[config.mk]
export PLATFORM = sky130hd
export DESIGN_NAME = glb_core_pcfg_sink
export DESIGN_NICKNAME = d
export VERILOG_FILES = /design/src/rtl/glb_core_pcfg_sink.sv
export SDC_FILE = /design/constraint.sdc
export NUM_CORES = 1
export LEC_CHECK = 0
export ABC_AREA = 1
export ABC_CLOCK_PERIOD_IN_PS = 2090
export BUFFER_PORTS_ARGS = -buffer_cell sky130_fd_sc_hd__buf_2
export CAP_MARGIN = 40
export CORE_ASPECT_RATIO = 0.7
export CORE_MARGIN = 2
export CORE_UTILIZATION = 45
export CTS_CLUSTER_SIZE = 25
export DETAILED_ROUTE_END_ITERATION = 6
export GPL_TIMING_DRIVEN = 1
export PLACE_DENSITY_LB_ADDON = 0.05
export SYNTH_ARGS = -nofsm -noshare
export SYNTH_HDL_FRONTEND = slang
export SYNTH_SLANG_ARGS = --single-unit
[constraint.sdc]
create_clock -name clk -period 2.09 [get_ports clk]
set_input_delay 0.209 -clock clk [delete_from_list [all_inputs] [get_ports clk]]
set_output_delay 0.209 -clock clk [all_outputs]
set_load 0.005 [all_outputs]
[src/rtl/glb_core_pcfg_sink.sv]
// glb_core_pcfg_sink: far-end sink of the GLB tile PC packet path.
// Unpacks each 64-bit packet word into one CGRA config write
// {addr = rd_data[63:32], data = rd_data[31:0]}, counts issued writes
// against a target latched at start, and reports done / overflow.
// Optional skid FIFO: define GLB_PCFG_SKID_FIFO_EN. Without it, packets load
// the output register directly and a packet arriving under stall only flags
// overflow.

typedef struct packed {
  logic [63:0] rd_data;
  logic        rd_data_valid;
} rd_packet_t;

module glb_core_pcfg_sink #(
  parameter int unsigned CFG_ADDR_WIDTH = 32,
  parameter int unsigned CFG_DATA_WIDTH = 32,
  parameter int unsigned FIFO_DEPTH     = 4,
  parameter int unsigned CNT_WIDTH      = 20
) (
  input  logic                      clk,
  input  logic                      reset_n,
  input  rd_packet_t                packet_pcr2sink,
  input  logic                      pcfg_start_pulse,
  input  logic [CNT_WIDTH-1:0]      cfg_pcfg_num_cfg,
  input  logic                      cgra_cfg_stall,
  output logic                      cgra_cfg_wr_en,
  output logic [CFG_ADDR_WIDTH-1:0] cgra_cfg_addr,
  output logic [CFG_DATA_WIDTH-1:0] cgra_cfg_data,
  output logic                      pcfg_busy,
  output logic                      pcfg_done_pulse,
  output logic                      pcfg_overflow
);

  if (FIFO_DEPTH < 2 || (FIFO_DEPTH & (FIFO_DEPTH - 1)) != 0) begin : g_depth_check
    $error("glb_core_pcfg_sink: FIFO_DEPTH must be a power of two >= 2");
  end

  typedef enum logic [1:0] {
    IDLE = 2'd0,
    RUN  = 2'd1,
    DONE = 2'd2
  } state_e;

  state_e                    state_q, state_d;
  logic [CNT_WIDTH-1:0]      target_q, target_d;
  logic [CNT_WIDTH-1:0]      cnt_q, cnt_d;
  logic                      ovf_q, ovf_d;
  logic                      wr_en_q;
  logic [CFG_ADDR_WIDTH-1:0] addr_q;
  logic [CFG_DATA_WIDTH-1:0] data_q;
  logic                      busy_q;
  logic                      done_q;

  logic                      start_acc;
  logic                      run_open;
  logic                      in_v;
  logic                      issue;
  logic                      drop;
  logic [63:0]               issue_word;

  // Start is honoured only from IDLE; writes are accepted only while RUN has budget left.
  always_comb begin
    start_acc = (state_q == IDLE) && pcfg_start_pulse;
    run_open  = (state_q == RUN) && (cnt_q != target_q);
    in_v      = run_open && packet_pcr2sink.rd_data_valid;
  end

`ifdef GLB_PCFG_SKID_FIFO_EN
  localparam int unsigned IDX_W = $clog2(FIFO_DEPTH);
  localparam int unsigned PTR_W = IDX_W + 1;

  logic [63:0]      mem_q [FIFO_DEPTH];
  logic [PTR_W-1:0] wr_ptr_q, wr_ptr_d;
  logic [PTR_W-1:0] rd_ptr_q, rd_ptr_d;
  logic             empty;
  logic             full;
  logic             push;
  logic             pop;

  // Skid FIFO control; an empty FIFO is bypassed so an unstalled packet issues with 1-cycle latency.
  always_comb begin
    empty      = (wr_ptr_q == rd_ptr_q);
    full       = (wr_ptr_q[PTR_W-1] != rd_ptr_q[PTR_W-1]) &&
                 (wr_ptr_q[IDX_W-1:0] == rd_ptr_q[IDX_W-1:0]);
    issue      = run_open && !cgra_cfg_stall && (!empty || in_v);
    issue_word = empty ? packet_pcr2sink.rd_data : mem_q[rd_ptr_q[IDX_W-1:0]];
    pop        = issue && !empty;
    push       = in_v && !(issue && empty) && (!full || pop);
    drop       = in_v && full && !pop;
    wr_ptr_d   = wr_ptr_q;
    rd_ptr_d   = rd_ptr_q;
    if (start_acc) begin
      wr_ptr_d = '0;
      rd_ptr_d = '0;
    end else begin
      if (push) wr_ptr_d = wr_ptr_q + PTR_W'(1);
      if (pop)  rd_ptr_d = rd_ptr_q + PTR_W'(1);
    end
  end

  // FIFO pointers; reset and start both flush the contents.
  always_ff @(posedge clk or negedge reset_n) begin
    if (!reset_n) begin
      wr_ptr_q <= '0;
      rd_ptr_q <= '0;
    end else begin
      wr_ptr_q <= wr_ptr_d;
      rd_ptr_q <= rd_ptr_d;
    end
  end

  // FIFO storage; contents are only meaningful between the pointers.
  always_ff @(posedge clk) begin
    if (push) mem_q[wr_ptr_q[IDX_W-1:0]] <= packet_pcr2sink.rd_data;
  end
`else
  // Direct path: every accepted packet issues; a packet under stall is flagged but still issued.
  always_comb begin
    issue      = in_v;
    issue_word = packet_pcr2sink.rd_data;
    drop       = in_v && cgra_cfg_stall;
  end
`endif

  // Run FSM next state: IDLE -> RUN on start, RUN -> DONE once the count hits target, DONE for one cycle.
  always_comb begin
    state_d = state_q;
    case (state_q)
      IDLE:    if (pcfg_start_pulse) state_d = RUN;
      RUN:     if (cnt_q == target_q) state_d = DONE;
      DONE:    state_d = IDLE;
      default: state_d = IDLE;
    endcase
  end

  // Target latch, issue counter and sticky overflow next-state.
  always_comb begin
    target_d = target_q;
    cnt_d    = cnt_q;
    ovf_d    = ovf_q | drop;
    if (start_acc) begin
      target_d = cfg_pcfg_num_cfg;
      cnt_d    = '0;
      ovf_d    = 1'b0;
    end else if (issue) begin
      cnt_d    = cnt_q + CNT_WIDTH'(1);
    end
  end

  // State, counters and registered outputs.
  always_ff @(posedge clk or negedge reset_n) begin
    if (!reset_n) begin
      state_q  <= IDLE;
      target_q <= '0;
      cnt_q    <= '0;
      ovf_q    <= 1'b0;
      wr_en_q  <= 1'b0;
      addr_q   <= '0;
      data_q   <= '0;
      busy_q   <= 1'b0;
      done_q   <= 1'b0;
    end else begin
      state_q  <= state_d;
      target_q <= target_d;
      cnt_q    <= cnt_d;
      ovf_q    <= ovf_d;
      wr_en_q  <= issue;
      if (issue) begin
        addr_q <= issue_word[CFG_DATA_WIDTH +: CFG_ADDR_WIDTH];
        data_q <= issue_word[CFG_DATA_WIDTH-1:0];
      end
      busy_q   <= (state_d == RUN);
      done_q   <= (state_d == DONE);
    end
  end

  assign cgra_cfg_wr_en  = wr_en_q;
  assign cgra_cfg_addr   = addr_q;
  assign cgra_cfg_data   = data_q;
  assign pcfg_busy       = busy_q;
  assign pcfg_done_pulse = done_q;
  assign pcfg_overflow   = ovf_q;

endmodule

# After elaboration in Yosys (flattened, before gate mapping)
# Cells that the tools add are included.
# totals
out_inout_bits	68
reg_bits	110
word_cells	28
in_bits	89
# op_classes
n_reduce_logical	6
add_sub_neg	1
mux	6
bitwise	1
n_eq_ne	5
# op_table
op	count
$mux W20	2
$add A20 B1 Y20 const B	1
$eq A20 B20 Y1	1
$ne A20 B20 Y1	1
$eq A2 B1 Y1 const B	2
$logic_and A1 B1 Y1	4
$mux W2	2
$pmux W2 S2	1
$eq A2 B2 Y1 const B	1
$logic_not A2 Y1	1
$reduce_bool A2 Y1	1
$mux W1	1
$or A1 B1 Y1	1

# Longest topological paths before layout
# Gate-level depths: netlist of the first run.
# logic_depth
ltp_word	6
ltp_mapped	14
mapped_depth_nobuf	11

# Worst setup path after synthesis of the first run
# No wires, ideal clock.
# synth_timing
kind	reg2reg
start	register cnt_q[0]
end	register cnt_q[18]
slack_ns	0.510
path_stages_with_launch	11
setup_ns	0.118
n_path_buf	0
arrival_time_ns	1.462
t_required_ns	1.972
synth_period_minus_slack_ns	1.580
path_cell_list	dfrtp_1 -> ha_1 -> nand3_1 -> inv_1 -> nand4_1 -> nor3_1 -> nand2_1 -> nand2_1 -> nand2_1 -> nand2_1 -> nand2_1
# synth_between
elab_chain_len	4
elab_cells_between_ends	7
cone_classes	add/sub: 1; eq/ne: 1; mux: 2; reduce/logical: 3
# synth_lines
item	line_no	rtl
from (decl)	46	logic [CNT_WIDTH-1:0] cnt_q, cnt_d;
from (signal assigned)	165	cnt_q <= cnt_d;
parallel branches: the longest is 4 deep, another holds $add A20 B1 Y20	-	
# Several ways; the timed one is not identified. The select of a mux whose other input is x is not followed.
# A chain may end at the register's enable or synchronous reset.

# Worst setup path in the final report of the first run
# layout_timing
start	register cnt_q[12]
end	register cnt_q[12]
# Same word-level chain as after synthesis.

==> results of run 1 <==
==> registers in the layout, summed over array words and instances, names as in the netlist <==
name	count
cgra_cfg_data	32
target_q	20
cgra_cfg_wr_en	1
pcfg_done_pulse	1
cnt_q	20
cgra_cfg_addr	32
pcfg_overflow	1
state_q	2
pcfg_busy	1
==> critical path: stages, from the launching register on <==
cell	delay, ns
dfrtp_1	0.40
inv_1	0.10
nand2_1	0.06
nand2_1	0.05
nor2_1	0.20
nand2_1	0.08
nor2_1	0.11
nand3_2	0.14
nand3_2	0.18
buf_12	0.27
or2_2	0.15
nand2_1	0.04
==> power by group <==
group | total [mW] | leakage [nW] | switching (mW) | internal (mW)
clock | 1.81 | 0.157 | 0.845 | 0.962
sequential | 2.41 | 1.33 | 0.132 | 2.28
combinational | 0.606 | 2.08 | 0.331 | 0.275
total | 4.82 | 3.56 | 1.31 | 3.51
==> cell usage after synthesis (all sizes together) <==
library cell	n
nand2	332
dfrtp	110
inv	41
nand3	29
nor2	26
buf	18
xor2	18
o21ai	13
nor3	8
clkbuf	7
nand4	4
xnor2	4
a21oi	1
ha	1
or2	1
==> cell families after synthesis <==
family / Yosys count
AND/OR/NAND/NOR: 400
flip-flops: 110
buffers and inverters: 66
XOR/XNOR: 22
AO/OA/AOI/OAI: 14
adder cells (fa/ha/maj): 1
==> layer usage <==
metal	GRT usage (%)	vias to the layer above	part of all wire (%)
met5	0	-	0
met4	3.44	0	0.56
met3	7.37	7	6.8
met2	32.3	122	44
met1	29.3	1873	48
li1	-	2164	-
==> cell usage in the layout (no fill, tap or decap), drive strengths merged, types with 3 or more instances in the layout <==
master,count
buf,168
clkbuf,9
clkinv,3
dfrtp,110
inv,44
nand2,332
nand3,29
nand4,4
nor2,26
nor3,8
o21ai,13
xnor2,4
xor2,18
==> worst max path at each step <==
stage | start | slack, ns | end
2_1_floorplan | cnt_q[0] | 0.51 | cnt_q[18]
3_3_place_gp | cnt_q[12] | 0.22 | cnt_q[12]
3_5_place_dp | cnt_q[4] | 0.18 | cnt_q[12]
4_1_cts | cnt_q[4] | 0.17 | cnt_q[12]
5_1_grt | cnt_q[12] | 0.009 | cnt_q[12]
6_report | cnt_q[12] | 0.18 | cnt_q[12]
==> layout make-up <==
| cell class | instances | share of cell area (%) |
|---|---|---|
| sequential | 110 | 44.5 |
| multi-input combinational | 437 | 29.9 |
| timing repair buffer | 169 | 15.1 |
| clock buffer | 9 | 3.64 |
| tap | 148 | 2.99 |
| inverter | 41 | 2.49 |
| clock inverter | 7 | 1.48 |
==> stage by stage <==
stage	setup slack [ns]	power (mW)	cells	hold WS, ns	utilization [%]
global route	0.00927	5.09	921	0.0271	58.9
floorplan	0.510	2.75	613	-0.0866	-
detailed placement	0.177	3.06	904	0.225	55.8
CTS	0.168	4.89	921	0.0290	58.9
finish	0.177	4.82	921	0.0396	58.9
global placement	0.220	3.05	904	0.219	55.8
==> flow_metrics.env, run 1 <==
export IMPL_outcome="completed"
export IMPL_synth_top_area_share_pct=55.9
export IMPL_synth_simple_area_share_pct=31.9
export IMPL_dieArea_um2=11800
export IMPL_syn_nets=703
export IMPL_fmax_mhz=523
export IMPL_reg2reg_slack_ns=0.18
export IMPL_total_leakage_power_nw=3.56
export IMPL_rr_endpoint="cnt_q[12]"
export IMPL_postCtsSetupBuffers=0
export IMPL_timing_rr_start="cnt_q[12]"
export IMPL_max_clock_path_buffers=2
export IMPL_cts_buffers=9
export IMPL_clock_sinks=110
export IMPL_maxCapViolCount=0
export IMPL_postRouteAntennaNets=0
export IMPL_ctsHoldBuffers=1
export IMPL_start_kind="flip-flop"
export IMPL_cp_max_fo=56
export IMPL_htreeDepth=3
export IMPL_cp_required_ns=2.34
export IMPL_critPathCaptureType="flip-flop"
export IMPL_fp_dieW_um=129
export IMPL_irDropWorstVdd_mv=0.461
export IMPL_synth_xor_area_share_pct=3.91
export IMPL_diodes=0
export IMPL_cts_tree="done"
export IMPL_start_util_pct=46.9
export IMPL_rr_worst_depth=11
export IMPL_synth_top_family_by_area="simple AND/OR/NAND/NOR gates"
export IMPL_drc=0
export IMPL_fin_crit_sh_pct=91.5
export IMPL_track_usage_pct=21.0
export IMPL_io_buffers=156
export IMPL_grt_overflow_total=0
export IMPL_synth_adder_area_share_pct=0.254
export IMPL_fin_skew_ns=0.0116
export IMPL_grt_pass1_wl_um=19700
export IMPL_synth_compound_area_share_pct=1.42
export IMPL_hold_viol=0
export IMPL_rsz0062_at_grt="false"
export IMPL_insertion_delay_ns=0.36
export IMPL_layout_drive_gt1_share_pct=25.0
export IMPL_gp_congestion=0.806
export IMPL_area_delta_synth_final_pct=25.6
export IMPL_synth_area_leaders="dfrtp_1 56%, nand2_1 25%, xor2_1 3.2%, inv_1 2.7%, nand3_1 2.7%"
export IMPL_row_count=31
export IMPL_yosysTopAreaCell="dfrtp_1"
export IMPL_regArea_um2=2750
export IMPL_tns_ns=0
export IMPL_first_pass_iters=4
export IMPL_placed_cell_area_um2=5860
export IMPL_min_delay_path_class="in2reg"
export IMPL_slew_headroom_pct=64.9
export IMPL_synth_cell_type_count=20
export IMPL_min_delay_start="packet_pcr2sink[32]"
export IMPL_dr_total_vias=4166
export IMPL_muxShareOfSynthArea_pct=0
export IMPL_multi_input_area_um2=1850
export IMPL_hold_depth=3
export IMPL_design_area_um2=6190
export IMPL_core_region_area_um2=10500
export IMPL_io_pins=157
export IMPL_finalSetupViolations=0
export IMPL_clockRootBuffer="clkbuf_16"
export IMPL_slew_violations=0
export IMPL_netlist_instances=613
export IMPL_die_height_um=91.6
export IMPL_min_to="cgra_cfg_data[31]"
export IMPL_antenna_found_initial=0
export IMPL_power_density_nw_per_um2=779
export IMPL_syn_area_um2=4930
export IMPL_critPathKind="reg2reg"
export IMPL_arrival_ns=2.17
export IMPL_wl_per_cell_um=12.6
export IMPL_synth_seq_cells=110
export IMPL_yosysSeqAreaShare_pct=55.9
export IMPL_avgSynthCellArea_um2=8.04
export IMPL_drt_iter0_drc=214
export IMPL_cts_resized=0
export IMPL_worst_slew_pin_slew_ns=0.527
export IMPL_cts_clk_slew_worst_paths_ns=0.08
export IMPL_wirelength_um=11600
export IMPL_viasPerCell=4.52
export IMPL_fin_nets=858
export IMPL_yosys_warnings=0
export IMPL_finalCriticalPeriod_ns=1.91
export IMPL_dp_hpwl_um=8080
export IMPL_fillCellCount=971
export IMPL_grt_max_degree=58
export IMPL_grt_pass1_vias=4092
No activity file was read; power rests on OpenSTA's default activity.
==> run 2, diff against run 1 <==
--- a/config.mk
+++ b/config.mk
@@ -15,6 +15,7 @@
 export CTS_CLUSTER_SIZE = 25
 export DETAILED_ROUTE_END_ITERATION = 6
 export GPL_TIMING_DRIVEN = 1
+export MAX_ROUTING_LAYER = met4
 export PLACE_DENSITY_LB_ADDON = 0.05
 export SYNTH_ARGS = -nofsm -noshare
 export SYNTH_HDL_FRONTEND = slang
==> run 2 against run 1 <==
  * Power about the same
  * Final cell count stayed put
  * Clock skew shrank 0.0014 ns
  * Critical path depth unchanged
  * Critical endpoint unchanged
  * Largest power group unchanged
==> flow_metrics.env, run 2 (synthesis results as in run 1) <==
export IMPL_io_buffers=156
export IMPL_cts_buffers=9
export IMPL_grt_max_degree=58
export IMPL_postCtsSetupBuffers=0
export IMPL_multi_input_area_um2=1850
export IMPL_clockRootBuffer="clkbuf_16"
export IMPL_fin_ws_ns=0.168
export IMPL_finalSetupViolations=0
export IMPL_gp_congestion=0.817
export IMPL_highest_layer="met4"
export IMPL_start_util_pct=46.9
export IMPL_core_region_area_um2=10500
export IMPL_fmax_mhz=520
export IMPL_critPathKind="reg2reg"
export IMPL_first_pass_iters=6
export IMPL_wl_per_cell_um=12.5
export IMPL_cp_max_fo=56
export IMPL_holdWs_ns=0.0426
export IMPL_viasPerCell=4.57
export IMPL_fin_nets=858
export IMPL_grt_pass1_wl_um=19600
export IMPL_critPathCaptureType="flip-flop"
export IMPL_final_common_cell="nand2_1"
export IMPL_area_delta_synth_final_pct=25.6
export IMPL_io_pins=157
export IMPL_critPathMostFrequentCell="nand2_1"
export IMPL_max_clock_path_buffers=2
export IMPL_cts_clk_slew_worst_paths_ns=0.08
export IMPL_irDropWorstVdd_mv=0.463
export IMPL_postRouteAntennaNets=0
export IMPL_die_height_um=91.6
export IMPL_slew_headroom_pct=64.9
export IMPL_tns_ns=0
export IMPL_rsz0062_at_grt="false"
export IMPL_crit_chain="inv_1 > nand2_1 > nand2_1 > nor2_1 > nand2_1 > nor2_1 > nand3_2 > nand3_2 > buf_12 > or2_2 > nand2_1"
export IMPL_wl_met2_um=5100
export IMPL_max_stage_delay_ns=0.40
export IMPL_min_delay_path_class="in2reg"
export IMPL_track_usage_pct=21.6
export IMPL_total_leakage_power_nw=3.56
export IMPL_htreeDepth=3
export IMPL_layout_drive_gt1_share_pct=25.0
export IMPL_final_cell_mix="332 x nand2_1, 155 x buf_2, 110 x dfrtp_1"
export IMPL_drc=0
export IMPL_antenna_found_initial=0
export IMPL_wirelength_um=11600
export IMPL_dieArea_um2=11800
export IMPL_fillCellCount=971
export IMPL_maxCapViolCount=0
export IMPL_dp_hpwl_um=8080
export IMPL_slowest_stage="dfrtp_1"
export IMPL_grt_overflow_total=0
export IMPL_worst_slew_pin_slew_ns=0.526
export IMPL_fin_crit_sh_pct=92.0
export IMPL_cts_resized=0
export IMPL_slew_violations=0
export IMPL_drt_met1_wl_um=5500
export IMPL_met3_length_um=812
export IMPL_power_density_nw_per_um2=779
export IMPL_pre_cts_slack_ns=0.177
export IMPL_start_kind="flip-flop"
export IMPL_cp_required_ns=2.34
export IMPL_outcome="completed"
export IMPL_dr_total_vias=4211
export IMPL_p_total_mw=4.82
export IMPL_hold_viol=0
export IMPL_insertion_delay_ns=0.35
export IMPL_row_count=31
export IMPL_grt_pass1_vias=4096
export IMPL_regArea_um2=2750
export IMPL_diodes=0
export IMPL_fp_dieW_um=129
export IMPL_cts_tree="done"
export IMPL_fin_skew_ns=0.0103
export IMPL_finalCriticalPeriod_ns=1.92
export IMPL_drt_iter0_drc=191
export IMPL_clock_sinks=110
export IMPL_arrival_ns=2.17
run 2: worst max-delay path: cells and delay by family, from the launching register on:
family	cells	cell delay, ns
flops	1	0.40
buf+inv	2	0.37
simple gates	9	1.03
run 2: per-stage QoR:
step,std cells,util (%),cell area (um2)
global route,921,58.9,6190
detailed placement,904,55.8,5860
floorplan,613,-,4930
CTS,921,58.9,6190
finish,921,58.9,6190
global placement,904,55.8,5860
run 2: area by class of cell:
cell class	count	area share, %
flip-flops and latches	110	44.5
multi-input cells	437	29.9
repair buffers	169	15.1
clock buffers	9	3.64
well taps	148	2.99
inverters	41	2.49
clock inverters	7	1.48
run 2: worst paths after layout:
check	from	endpoint	slack, ns	cells past startpoint
max in group asynchronous	reset_n	cgra_cfg_addr[0]	1.13	3
worst max register to register	cnt_q[12]	cnt_q[12]	0.17	11
worst min-delay path	packet_pcr2sink[32]	cgra_cfg_data[31]	0.04	3
worst max-delay path	cnt_q[12]	cnt_q[12]	0.17	11
min in group asynchronous	reset_n	target_q[6]	0.37	2
worst min register to register	cgra_cfg_data[30]	cgra_cfg_data[30]	0.47	2
run 2: report_power, final:
| part | internal, mW | switching (mW) |
|---|---|---|
| Sequential | 2.28 | 0.132 |
| Combinational | 0.275 | 0.331 |
| Clock | 0.962 | 0.846 |
run 2: what timing repair did:
action,4_1_cts,5_1_grt
hold endpoints to repair,35,0
hold buffers,1,0
endpoints found under the setup margin,0,0
run 2: layer usage:
| metal | vias up | global-route usage [%] |
|---|---|---|
| met4 | 0 | 5.07 |
| met2 | 137 | 32.3 |
| met3 | 16 | 5.77 |
| li1 | 2164 | - |
| met1 | 1894 | 29.5 |
| met5 | - | - |
==> run 3, diff against run 2 <==
--- a/config.mk
+++ b/config.mk
@@ -17,6 +17,7 @@
 export GPL_TIMING_DRIVEN = 1
 export MAX_ROUTING_LAYER = met4
 export PLACE_DENSITY_LB_ADDON = 0.05
+export RECOVER_POWER = 100
 export SYNTH_ARGS = -nofsm -noshare
 export SYNTH_HDL_FRONTEND = slang
 export SYNTH_SLANG_ARGS = --single-unit
==> run 3 against run 2 <==
  * Utilization fell by 0.75 points
  * Global-route usage unchanged
  * Combinational power is 3.6% lower
  * Sequential share of layout area rose by 0.57 points
  * Clock power hardly changed
  * Sequential power barely moved
  * Critical endpoint unchanged
  * Largest cell class unchanged
  * Highest routed layer unchanged
==> flow_metrics.env, run 3 (synthesis results as in run 1) <==
export IMPL_outcome="completed"
export IMPL_cts_clk_slew_worst_paths_ns=0.08
export IMPL_fin_ws_ns=0.163
export IMPL_gp_congestion=0.817
export IMPL_min_delay_path_class="in2reg"
export IMPL_row_count=31
export IMPL_dieArea_um2=11800
export IMPL_wl_per_cell_um=12.6
export IMPL_drt_iter0_drc=201
export IMPL_die_height_um=91.6
export IMPL_io_pins=157
export IMPL_antenna_found_initial=0
export IMPL_holdWs_ns=0.0420
export IMPL_grt_pass1_wl_um=19600
export IMPL_p_int_mw=3.49
export IMPL_crit_chain="inv_1 > nand2_1 > nand2_1 > nor2_1 > nand2_1 > nor2_1 > nand3_2 > nand3_2 > buf_12 > or2_2 > nand2_1"
export IMPL_slew_violations=0
export IMPL_pwr_share_seq_pct=50.3
export IMPL_power_density_nw_per_um2=784
export IMPL_finalSetupViolations=0
export IMPL_max_stage_delay_ns=0.40
export IMPL_highest_layer="met4"
export IMPL_dp_hpwl_um=8080
export IMPL_pre_cts_slack_ns=0.177
export IMPL_cts_tree="done"
export IMPL_wl_met2_um=5040
export IMPL_fin_nets=858
export IMPL_worst_slew_pin_slew_ns=0.950
export IMPL_hold_viol=0
export IMPL_postRouteAntennaNets=0
export IMPL_cts_buffers=9
export IMPL_final_common_cell="nand2_1"
export IMPL_p_sw_share_pct=27.1
export IMPL_diodes=0
export IMPL_htreeDepth=3
export IMPL_insertion_delay_ns=0.35
export IMPL_first_pass_iters=4
export IMPL_fin_skew_ns=0.0114
export IMPL_met3_length_um=847
export IMPL_area_delta_synth_final_pct=24.0
export IMPL_tns_ns=0
export IMPL_track_usage_pct=21.6
export IMPL_fillCellCount=1000
export IMPL_finalCriticalPeriod_ns=1.93
export IMPL_clockRootBuffer="clkbuf_16"
export IMPL_drt_met1_wl_um=5540
export IMPL_fmax_mhz=519
export IMPL_slowest_stage="dfrtp_1"
export IMPL_critPathCaptureType="flip-flop"
export IMPL_cp_required_ns=2.34
export IMPL_final_cell_mix="332 x nand2_1, 122 x buf_2, 110 x dfrtp_1"
export IMPL_p_switching_mw=1.30
export IMPL_critPathKind="reg2reg"
export IMPL_core_region_area_um2=10500
export IMPL_fin_crit_sh_pct=92.2
export IMPL_total_leakage_power_nw=3.45
export IMPL_maxCapViolCount=0
export IMPL_slew_headroom_pct=36.6
export IMPL_drc=0
export IMPL_start_util_pct=46.9
export IMPL_layout_drive_gt1_share_pct=20.6
export IMPL_wirelength_um=11600
export IMPL_io_buffers=156
export IMPL_rsz0062_at_grt="false"
export IMPL_cp_max_fo=56
export IMPL_grt_pass1_vias=4096
export IMPL_fp_dieW_um=129
export IMPL_start_kind="flip-flop"
export IMPL_viasPerCell=4.57
export IMPL_combPwrFrac_pct=12.2
export IMPL_grt_overflow_total=0
export IMPL_critPathMostFrequentCell="nand2_1"
export IMPL_postCtsSetupBuffers=0
export IMPL_dr_total_vias=4205
export IMPL_max_clock_path_buffers=2
export IMPL_clock_sinks=110
export IMPL_grt_max_degree=58
export IMPL_arrival_ns=2.18
export IMPL_irDropWorstVdd_mv=0.463
export IMPL_clkPwrFrac_pct=37.5
==> run 3: cell types whose count changed in the layout (fill, tap and decap cells not counted), sizes merged <==
cell / change
buf: -36
clkbuf: +36
==> run 3: power groups by stage <==
stage / registers, mW / clock network (mW) / logic, mW
2_1_floorplan: 2.43 / 0 / 0.319
3_3_place_gp: 2.44 / 0 / 0.604
3_5_place_dp: 2.45 / 0 / 0.616
4_1_cts: 2.41 / 1.86 / 0.621
5_1_grt: 2.43 / 1.94 / 0.683
6_report: 2.41 / 1.80 / 0.584
==> run 3: worst paths after layout <==
path / startpoint / cells after the start / end / slack, ns
worst max-delay path: cnt_q[12] / 11 / cnt_q[12] / 0.16
max in group asynchronous: reset_n / 3 / cgra_cfg_addr[1] / 0.39
worst min-delay path: packet_pcr2sink[22] / 3 / cgra_cfg_data[21] / 0.04
min in group asynchronous: reset_n / 2 / target_q[6] / 0.53
worst min register to register: cgra_cfg_addr[27] / 2 / cgra_cfg_addr[27] / 0.48
worst max register to register: cnt_q[12] / 11 / cnt_q[12] / 0.16
==> run 3: per-stage QoR <==
step           util, %  cells  cell area [um2]  power, mW
2_1_floorplan        -    613             4930       2.75
3_3_place_gp      55.8    904             5860       3.05
4_1_cts           58.9    921             6190       4.89
3_5_place_dp      55.8    904             5860       3.06
5_1_grt           58.1    921             6110       5.06
6_report          58.1    921             6110       4.79
==> run 3: per-layer routing <==
layer,global-route usage [%],up-vias
li1,-,2166
met1,29.5,1878
met2,32.3,143
met3,5.77,18
met4,5.07,0
met5,-,-
==> run 3: timing repair <==
item                                   4_1_cts  5_1_grt
hold buffers                                 1        0
resized for setup                            0        0
endpoints found under the hold margin       35        0
setup endpoints to repair                    0        0
==> run 3: area by class of cell <==
type	instances	area, um2	area share, %
multi-input cells	437	1850	30.2
flip-flops and latches	110	2750	45.0
clock inverters	7	91.3	1.49
clock buffers	9	225	3.69
inverters	41	154	2.52
well taps	148	185	3.03
repair buffers	169	857	14.0
==> run 3: worst max-delay path, delay by kind of cell, from the launching register on <==
family | cells | cell delay (ns)
flops | 1 | 0.40
simple gates | 9 | 1.03
buf+inv | 2 | 0.37
